[src/rtl/rpn_exec_ctrl.sv]
// RPN calculator key-stream sequencer: turns operand/operator tokens into LIFO stack
// push/pop/peek strobes, runs the ALU on the top two entries and tracks stack depth.
module rpn_exec_ctrl #(
   parameter int DATA_WIDTH  = 4,
   parameter int STACK_DEPTH = 4,
   localparam int DEPTH_W    = $clog2(STACK_DEPTH + 1)
) (
   input  logic                  clk,
   input  logic                  rst_n,
   input  logic                  key_valid,
   output logic                  key_ready,
   input  logic                  key_is_op,
   input  logic [DATA_WIDTH-1:0] key_data,
   output logic                  stk_push,
   output logic                  stk_pop,
   output logic                  stk_peak,
   output logic [DATA_WIDTH-1:0] stk_din,
   input  logic [DATA_WIDTH-1:0] stk_dout,
   output logic [DATA_WIDTH-1:0] result,
   output logic                  result_valid,
   output logic                  err_ovf,
   output logic                  err_unf,
   output logic [DEPTH_W-1:0]    depth
);

   typedef enum logic [2:0] {
      IDLE     = 3'd0,
      PUSH_K   = 3'd1,
      POP_B    = 3'd2,
      POP_A    = 3'd3,
      EXEC     = 3'd4,
      PUSH_R   = 3'd5,
      PEEK     = 3'd6,
      PEEK_CAP = 3'd7
   } state_t;

   state_t                state_q, state_d;
   logic [DEPTH_W-1:0]    depth_q, depth_d;
   logic [DATA_WIDTH-1:0] result_q, result_d;
   logic [DATA_WIDTH-1:0] din_q, din_d;
   logic [DATA_WIDTH-1:0] b_q, b_d;
   logic [1:0]            opc_q, opc_d;
   logic                  push_q, push_d;
   logic                  pop_q, pop_d;
   logic                  peak_q, peak_d;
   logic                  rv_q, rv_d;
   logic                  ovf_q, ovf_d;
   logic                  unf_q, unf_d;
   logic                  accept;

   function automatic logic [DATA_WIDTH-1:0] alu(input logic [1:0] opc,
                                                 input logic [DATA_WIDTH-1:0] a,
                                                 input logic [DATA_WIDTH-1:0] b);
      logic [DATA_WIDTH-1:0] r;
      case (opc)
         2'd0:    r = a + b;
         2'd1:    r = a - b;
         2'd2:    r = a * b;
         default: r = a & b;
      endcase
      return r;
   endfunction

   // A pending error/result pulse holds off the next token for one cycle.
   assign key_ready = (state_q == IDLE) && !rv_q && !ovf_q && !unf_q;
   assign accept    = key_valid && key_ready;

   always_comb begin
      state_d  = state_q;
      depth_d  = depth_q;
      result_d = result_q;
      din_d    = din_q;
      b_d      = b_q;
      opc_d    = opc_q;
      push_d   = 1'b0;
      pop_d    = 1'b0;
      peak_d   = 1'b0;
      rv_d     = 1'b0;
      ovf_d    = 1'b0;
      unf_d    = 1'b0;
      case (state_q)
         IDLE: begin
            if (accept) begin
               if (!key_is_op) begin
                  if (depth_q == DEPTH_W'(STACK_DEPTH)) begin
                     ovf_d = 1'b1;
                  end else begin
                     state_d = PUSH_K;
                     push_d  = 1'b1;
                     din_d   = key_data;
                     depth_d = depth_q + DEPTH_W'(1);
                  end
               end else begin
                  case (key_data[2:0])
                     3'd0, 3'd1, 3'd2, 3'd3: begin
                        if (depth_q < DEPTH_W'(2)) begin
                           unf_d = 1'b1;
                        end else begin
                           state_d = POP_B;
                           pop_d   = 1'b1;
                           opc_d   = key_data[1:0];
                        end
                     end
                     3'd4: begin
                        if (depth_q == '0) begin
                           unf_d = 1'b1;
                        end else begin
                           state_d = PEEK;
                           peak_d  = 1'b1;
                        end
                     end
                     default: ;
                  endcase
               end
            end
         end
         PUSH_K: state_d = IDLE;
         POP_B: begin
            state_d = POP_A;
            pop_d   = 1'b1;
         end
         POP_A: begin
            // stk_dout now carries B, popped by the strobe of the previous cycle.
            b_d     = stk_dout;
            state_d = EXEC;
         end
         EXEC: begin
            result_d = alu(opc_q, stk_dout, b_q);
            din_d    = result_d;
            push_d   = 1'b1;
            rv_d     = 1'b1;
            depth_d  = depth_q - DEPTH_W'(1);
            state_d  = PUSH_R;
         end
         PUSH_R: state_d = IDLE;
         PEEK:   state_d = PEEK_CAP;
         PEEK_CAP: begin
            result_d = stk_dout;
            rv_d     = 1'b1;
            state_d  = IDLE;
         end
         default: state_d = IDLE;
      endcase
   end

   always_ff @(posedge clk or negedge rst_n) begin
      if (!rst_n) begin
         state_q  <= IDLE;
         depth_q  <= '0;
         result_q <= '0;
         din_q    <= '0;
         b_q      <= '0;
         opc_q    <= '0;
         push_q   <= 1'b0;
         pop_q    <= 1'b0;
         peak_q   <= 1'b0;
         rv_q     <= 1'b0;
         ovf_q    <= 1'b0;
         unf_q    <= 1'b0;
      end else begin
         state_q  <= state_d;
         depth_q  <= depth_d;
         result_q <= result_d;
         din_q    <= din_d;
         b_q      <= b_d;
         opc_q    <= opc_d;
         push_q   <= push_d;
         pop_q    <= pop_d;
         peak_q   <= peak_d;
         rv_q     <= rv_d;
         ovf_q    <= ovf_d;
         unf_q    <= unf_d;
      end
   end

   assign stk_push     = push_q;
   assign stk_pop      = pop_q;
   assign stk_peak     = peak_q;
   assign stk_din      = din_q;
   assign result       = result_q;
   assign result_valid = rv_q;
   assign err_ovf      = ovf_q;
   assign err_unf      = unf_q;
   assign depth        = depth_q;

endmodule

[config.mk]
export PLATFORM = sky130hd
export DESIGN_NAME = rpn_exec_ctrl
export DESIGN_NICKNAME = d
export VERILOG_FILES = /design/src/rtl/rpn_exec_ctrl.sv
export SDC_FILE = /design/constraint.sdc
export NUM_CORES = 1
export LEC_CHECK = 0
export CORE_MARGIN = 1
export CORE_UTILIZATION = 44
export DETAILED_ROUTE_END_ITERATION = 10
export PLACE_DENSITY_LB_ADDON = 0.2
export SYNTH_ARGS = -nofsm -noshare
export SYNTH_HDL_FRONTEND = slang
export SYNTH_SLANG_ARGS = --single-unit
[constraint.sdc]
create_clock -name clk -period 5.87 [get_ports clk]
set_input_delay 1.4675 -clock clk [delete_from_list [all_inputs] [get_ports clk]]
set_output_delay 1.4675 -clock clk [all_outputs]
set_load 0.005 [all_outputs]
# After elaboration in Yosys (flattened, before gate mapping)
# Cells that the tools add are included.
totals:
  register_bits: 26
  in_bits: 12
  output_inout_bits: 18
  elab_cells: 102
op_classes:
  add_sub_neg: 4
  mul: 1
  magnitude_cmp: 1
  eq_ne: 21
  muxes: 42
  bitwise: 2
  reduce_logical: 19
ops:
  columns: ["operator", "n"]
  rows:
  - ["2-to-1 mux 3 bit", 8]
  - ["2-to-1 mux 1 bit", 22]
  - ["equality test 3 bit (second input constant)", 6]
  - ["case mux 3 bit (6 select lines)", 1]
  - ["case mux 4 bit (2 select lines)", 2]
  - ["equality test 3 x 2 -> 1 bit (second input constant)", 4]
  - ["2-to-1 mux 4 bit", 3]
  - ["case mux 3 bit (2 select lines)", 2]
  - ["case mux 4 bit (3 select lines)", 1]
  - ["AND reduction 5 bit", 2]
  - ["zero test 3 bit", 3]
  - ["!= test 4 bit (second input constant)", 2]
  - ["equality test 3 x 1 -> 1 bit (second input constant)", 2]
  - ["!= test 2 bit (second input constant)", 3]
  - ["case mux 1 bit (2 select lines)", 3]
  - ["adder 4 bit", 1]
  - ["bitwise AND 4 bit", 1]
  - ["logical AND 1 bit", 4]
  - ["multiplier 4 x 4 -> 4 bit", 1]
  - ["!= test 4 x 2 -> 1 bit (second input constant)", 1]
  - ["AND reduction 4 bit", 1]
  - ["nonzero test 2 bit", 2]
  - ["OR reduction 4 bit", 1]
  - ["subtractor 4 bit", 1]
  - ["other kinds (11)", 13]

# Longest topological paths before layout
logic_depth:
  word_depth: 7
  mapped_depth: 12
  depth_no_buf: 12

# Worst setup path after synthesis
# OpenSTA, ideal clock, no wires.
synth_path:
  path_type: "in2reg"
  start: "input port stk_dout[1]"
  end: "register din_q[3], in the netlist stk_din[3]"
  setup_ns: 0.134
  arrival_ns: 3.310
  required_time_ns: 5.736
  slack_ns: 2.426
  stages: 11
  n_path_buf: 0
  path_cell_list: "inv_1 > nor2_1 > ha_1 > ha_1 > ha_1 > xor2_1 > xnor2_1 > nor2b_1 > mux2_2 > o21ai_0 > nand3_1"
synth_between:
  elab_chain_cells: 3
  word_cells_on_any_way: 5
  classes_between: "add/sub: 2; mul: 1; mux: 2"
synth_lines:
  columns: ["element", "line_no", "source"]
  rows:
  - ["start, declared", "18", "input logic [DATA_WIDTH-1:0] stk_dout,"]
  - ["multiplier 4 x 4 -> 4 bit, or another cell as far along", "58", "2'd2: r = a * b;"]
  - ["case mux 4 bit (3 select lines) *", "55", "case (opc)"]
  - ["case mux 4 bit (2 select lines) *", "81", "case (state_q)"]
  - ["end signal, assigned", "164", "din_q <= din_d;"]
  - ["end, declared", "40", "logic [DATA_WIDTH-1:0] din_q, din_d;"]
# Every way passes the cells marked *; elsewhere a longest branch is shown, timed or not.
# A chain may end at the register's enable or synchronous reset.

# Worst setup path in the final report
# Same ends and word-level chain as after synthesis.

==> impl_metrics.prom <==
# TYPE chip_impl_metric gauge
chip_impl_metric{name="firstDrtPassIters",unit=""} 4
chip_impl_metric{name="drc",unit=""} 0
chip_impl_metric{name="synthToLayoutAreaGrowth",unit="%"} 21.8
chip_impl_info{name="hold_path.startpoint",value="depth[2]$_DFFE_PN0P_"} 1
chip_impl_metric{name="power.density_cell_area",unit="nW/µm²"} 539
chip_impl_info{name="status",value="finished, final reports clean"} 1
chip_impl_metric{name="layout-drive-gt1-share",unit="%"} 6.60
chip_impl_info{name="critical_path.cell_chain",value="clkdlybuf4s50_1 > inv_1 > nor2_1 > ha_1 > ha_1 > ha_1 > xor2_1 > xnor2_1 > nor2b_1 > mux2_2 > o21ai_0 > nand3_1"} 1
chip_impl_metric{name="clock_pin_slew_reported_for_the_worst_setup_and_hold_paths_after_clock_tree_synthesis",unit="ns"} 0.09
chip_impl_metric{name="worst_path_arrival_time",unit="ns"} 4.08
chip_impl_metric{name="grt_max_degree",unit=""} 27
chip_impl_metric{name="netlist_instances",unit=""} 186
chip_impl_info{name="rsz_0062_raised_after_global_routing",value="no"} 1
chip_impl_info{name="worstHoldPathType",value="reg2reg"} 1
chip_impl_metric{name="viasPerCell",unit=""} 5.49
chip_impl_metric{name="count_of_buffers_added_by_post_cts_timing_repair_for_setup",unit=""} 0
chip_impl_metric{name="final_nets",unit=""} 236
chip_impl_metric{name="cpPeakStageDelay",unit="ns"} 0.53
chip_impl_metric{name="period_minus_slack",unit="ns"} 3.92
chip_impl_metric{name="setup_viol",unit=""} 0
chip_impl_metric{name="dr_total_vias",unit=""} 1427
chip_impl_metric{name="tightest_slew",unit="ns"} 0.555
chip_impl_metric{name="synth.yosys.seq_area_share",unit="%"} 38.3
chip_impl_metric{name="initial_core_utilization",unit="%"} 46.0
chip_impl_metric{name="dp_hpwl",unit="mm"} 2.91
chip_impl_metric{name="cts_buffers",unit=""} 3
chip_impl_metric{name="max_cap_viols",unit=""} 0
chip_impl_metric{name="postRouteAntennaNets",unit=""} 0
chip_impl_info{name="worst_setup_path_end_kind",value="flop"} 1
chip_impl_info{name="timing_worst_setup_path_type",value="in2reg"} 1
chip_impl_metric{name="ctsHoldBuffers",unit=""} 0
chip_impl_metric{name="syn-cell-area",unit="µm²"} 1700
chip_impl_metric{name="grt.total_usage",unit="%"} 21.4
chip_impl_metric{name="clock_sinks",unit=""} 26
chip_impl_metric{name="global_route_wire_length_before_repair",unit="mm"} 6.73
chip_impl_metric{name="fin_tns_setup",unit="ns"} 0
chip_impl_info{name="crit_path_start_kind",value="input port"} 1
chip_impl_metric{name="post_layout_nonfiller_instances",unit=""} 260
chip_impl_metric{name="grt-ovfl-total",unit=""} 0
chip_impl_metric{name="antenna_found_initial",unit=""} 0
chip_impl_metric{name="first_global_vias",unit=""} 1478
chip_impl_metric{name="die-area",unit="µm²"} 4110
chip_impl_info{name="r2r_start",value="opc_q[1]$_DFFE_PN0P_"} 1
chip_impl_metric{name="gp_congestion",unit=""} 0.976
chip_impl_metric{name="skew_final",unit="ns"} 0.00519
chip_impl_info{name="tritoncts",value="built"} 1
chip_impl_metric{name="slew_viol_final",unit=""} 0
chip_impl_metric{name="core_region_area",unit="µm²"} 3690
chip_impl_metric{name="count_of_synthesis_stage_warnings_from_yosys",unit=""} 0
chip_impl_metric{name="timing.slew.headroom",unit="%"} 63.0
chip_impl_metric{name="postCtsResizedCells",unit=""} 0
chip_impl_metric{name="clock_latency",unit="ns"} 0.28
chip_impl_metric{name="cts_htree_levels",unit=""} 1
chip_impl_metric{name="ant_cells",unit=""} 0
chip_impl_metric{name="worstPathMaxFanout",unit=""} 4
chip_impl_metric{name="detail_route.wirelength",unit="mm"} 3.86
chip_impl_info{name="critical_path.most_common_cell",value="ha_1"} 1
chip_impl_metric{name="placement.io_buffers",unit=""} 29
chip_impl_metric{name="clk_path_buf_depth",unit=""} 2
chip_impl_metric{name="worstPathRequired",unit="ns"} 6.02
chip_impl_metric{name="chipHeight",unit="µm"} 64.1
chip_impl_metric{name="static-leakage-power",unit="nW"} 0.894
chip_impl_metric{name="postLayoutCoreUtil",unit="%"} 56.1
chip_impl_metric{name="synth_area_per_cell",unit="µm²"} 9.13
chip_impl_metric{name="die_width",unit="µm"} 64.1
chip_impl_metric{name="dpl.cell_count",unit=""} 256
chip_impl_metric{name="synth_edf_count",unit=""} 0
chip_impl_info{name="clock-root-buffer",value="clkbuf_8"} 1
chip_impl_metric{name="fin_crit_sh",unit="%"} 66.8
chip_impl_info{name="synth-main-ff-cell",value="dfrtp_1"} 1
chip_impl_metric{name="floorplan.rows",unit=""} 22
chip_impl_metric{name="detailedRoute.firstIterationViolations",unit=""} 104
chip_impl_metric{name="postSynthRegisterBits",unit=""} 26
chip_impl_metric{name="ys_types",unit=""} 38
chip_impl_metric{name="hold_viol_final",unit=""} 0
chip_impl_metric{name="boundaryPins",unit=""} 30
chip_impl_metric{name="async_flop_share",unit="%"} 100
chip_impl_metric{name="post_drt_wl_per_cell",unit="µm"} 14.8
chip_impl_metric{name="mappedNetlistNets",unit=""} 209
chip_impl_info{name="cell_with_the_biggest_individual_delay_on_the_critical_path",value="clkdlybuf4s50_1"} 1
chip_impl_metric{name="clock.fmax",unit="GHz"} 0.255
chip_impl_info{name="cp-startpoint",value="stk_dout[1]"} 1
chip_impl_metric{name="power.ir.vdd_worst",unit="mV"} 0.218
[registers in the layout, summed over array words and instances, names as in the netlist]
register      flops
b_q               4
result            4
stk_din           4
depth             3
state_q           3
opc_q             2
err_ovf           1
err_unf           1
result_valid      1
stk_peak          1
stk_pop           1
stk_push          1
[cell usage after synthesis (all sizes together), types with 5 or more instances]
master / n / share of area [%]
xnor2: 8 / 4.1
dfrtp: 26 / 38
nor2: 19 / 4.2
nand3: 9 / 3.4
mux2: 6 / 4.0
inv: 13 / 2.9
clkbuf: 5 / 1.1
ha: 9 / 6.6
o21ai: 15 / 4.4
nand2: 17 / 3.8
a21oi: 11 / 3.2
nor3: 5 / 2.1
[area by class of cell]
| type | count | area, µm² |
|---|---|---|
| clock buffers | 4 | 55.1 |
| fillers | 344 | 1620 |
| inverters | 13 | 48.8 |
| multi-input cells | 139 | 956 |
| flip-flops and latches | 26 | 651 |
| well taps | 48 | 60.1 |
| repair buffers | 30 | 298 |
[layer usage]
metal	track usage [%]	routed length, µm
met1	27.3	1650
met3	3.04	164
met4	11.1	95
met5	0	0
met2	35.2	1940
[cells by family (layout without fill, tap and decap cells)]
logic type               after synthesis  in the layout  synth area share, %
adder cells (fa/ha/maj)               11             11                 8.99
AND/OR/NAND/NOR                       66             66                 20.7
XOR/XNOR                              11             11                 5.67
multiplexers                           9              9                 5.75
flip-flops                            26             26                 38.3
buffers and inverters                 21             47                 5.38
AO/OA/AOI/OAI                         42             42                 15.2
[per-stage QoR]
step / total power [mW] / setup WS (ns) / hold slack [ns] / cell area (µm²)
2_1_floorplan: 0.781 / 2.43 / 0.493 / 1700
3_3_place_gp: 0.967 / 1.79 / 0.508 / 2010
3_5_place_dp: 0.996 / 1.70 / 0.524 / 2010
4_1_cts: 1.12 / 1.99 / 0.540 / 2070
5_1_grt: 1.22 / 1.84 / 0.575 / 2070
6_report: 1.11 / 1.95 / 0.537 / 2070
[critical path: cells and delay by family]
family / cells / cell delay (ns)
AOI/OAI and AO/OA: 1 / 0.22
xor gates and xnor gates: 2 / 0.29
and+or+nand+nor: 3 / 0.40
buffers and inverters: 2 / 0.65
muxes: 1 / 0.27
adders and majority gates: 3 / 0.78
[cells in the final DEF, fill, tap and decap left out, types with 2 or more instances in the layout]
cell | Yosys | routed
nand3_1 | 8 | 8
a21oi_1 | 11 | 11
a2bb2oi_1 | 2 | 2
nor3b_1 | 2 | 2
xnor2_1 | 8 | 8
o21a_1 | 3 | 3
nand2_1 | 17 | 17
clkdlybuf4s50_1 | 0 | 29
inv_1 | 13 | 13
nor2_1 | 19 | 19
a211oi_1 | 2 | 2
and2_1 | 3 | 3
a31oi_1 | 2 | 2
mux2i_1 | 3 | 3
or3_1 | 2 | 2
fa_1 | 2 | 2
a22oi_1 | 2 | 2
xor2_1 | 3 | 3
o21ai_0 | 15 | 15
ha_1 | 9 | 9
clkbuf_8 | 0 | 4
nor3_1 | 4 | 4
a311o_1 | 2 | 2
mux2_2 | 6 | 6
dfrtp_1 | 26 | 26
nor2b_1 | 4 | 4
[path summary, 6_finish.rpt]
| check | slack [ns] | to | cells past startpoint |
|---|---|---|---|
| worst min register to register | 0.54 | err_unf$_DFF_PN0_ | 1 |
| max in group asynchronous | 4.06 | stk_din[1]$_DFFE_PN0P_ | 2 |
| worst max-delay path | 1.95 | stk_din[3]$_DFFE_PN0P_ | 12 |
| worst min-delay path | 0.54 | err_unf$_DFF_PN0_ | 1 |
| worst max register to register | 3.24 | stk_din[3]$_DFFE_PN0P_ | 11 |
| min in group asynchronous | 1.56 | result[1]$_DFFE_PN0P_ | 2 |
[power by group]
part | switching, mW | total, mW | internal (mW) | leakage [nW]
clock network | 0.0594 | 0.120 | 0.0602 | 0.0288
logic | 0.302 | 0.622 | 0.320 | 0.547
registers | 0.118 | 0.372 | 0.254 | 0.317
total | 0.480 | 1.11 | 0.634 | 0.894
Power figures use the tool's default switching activity.
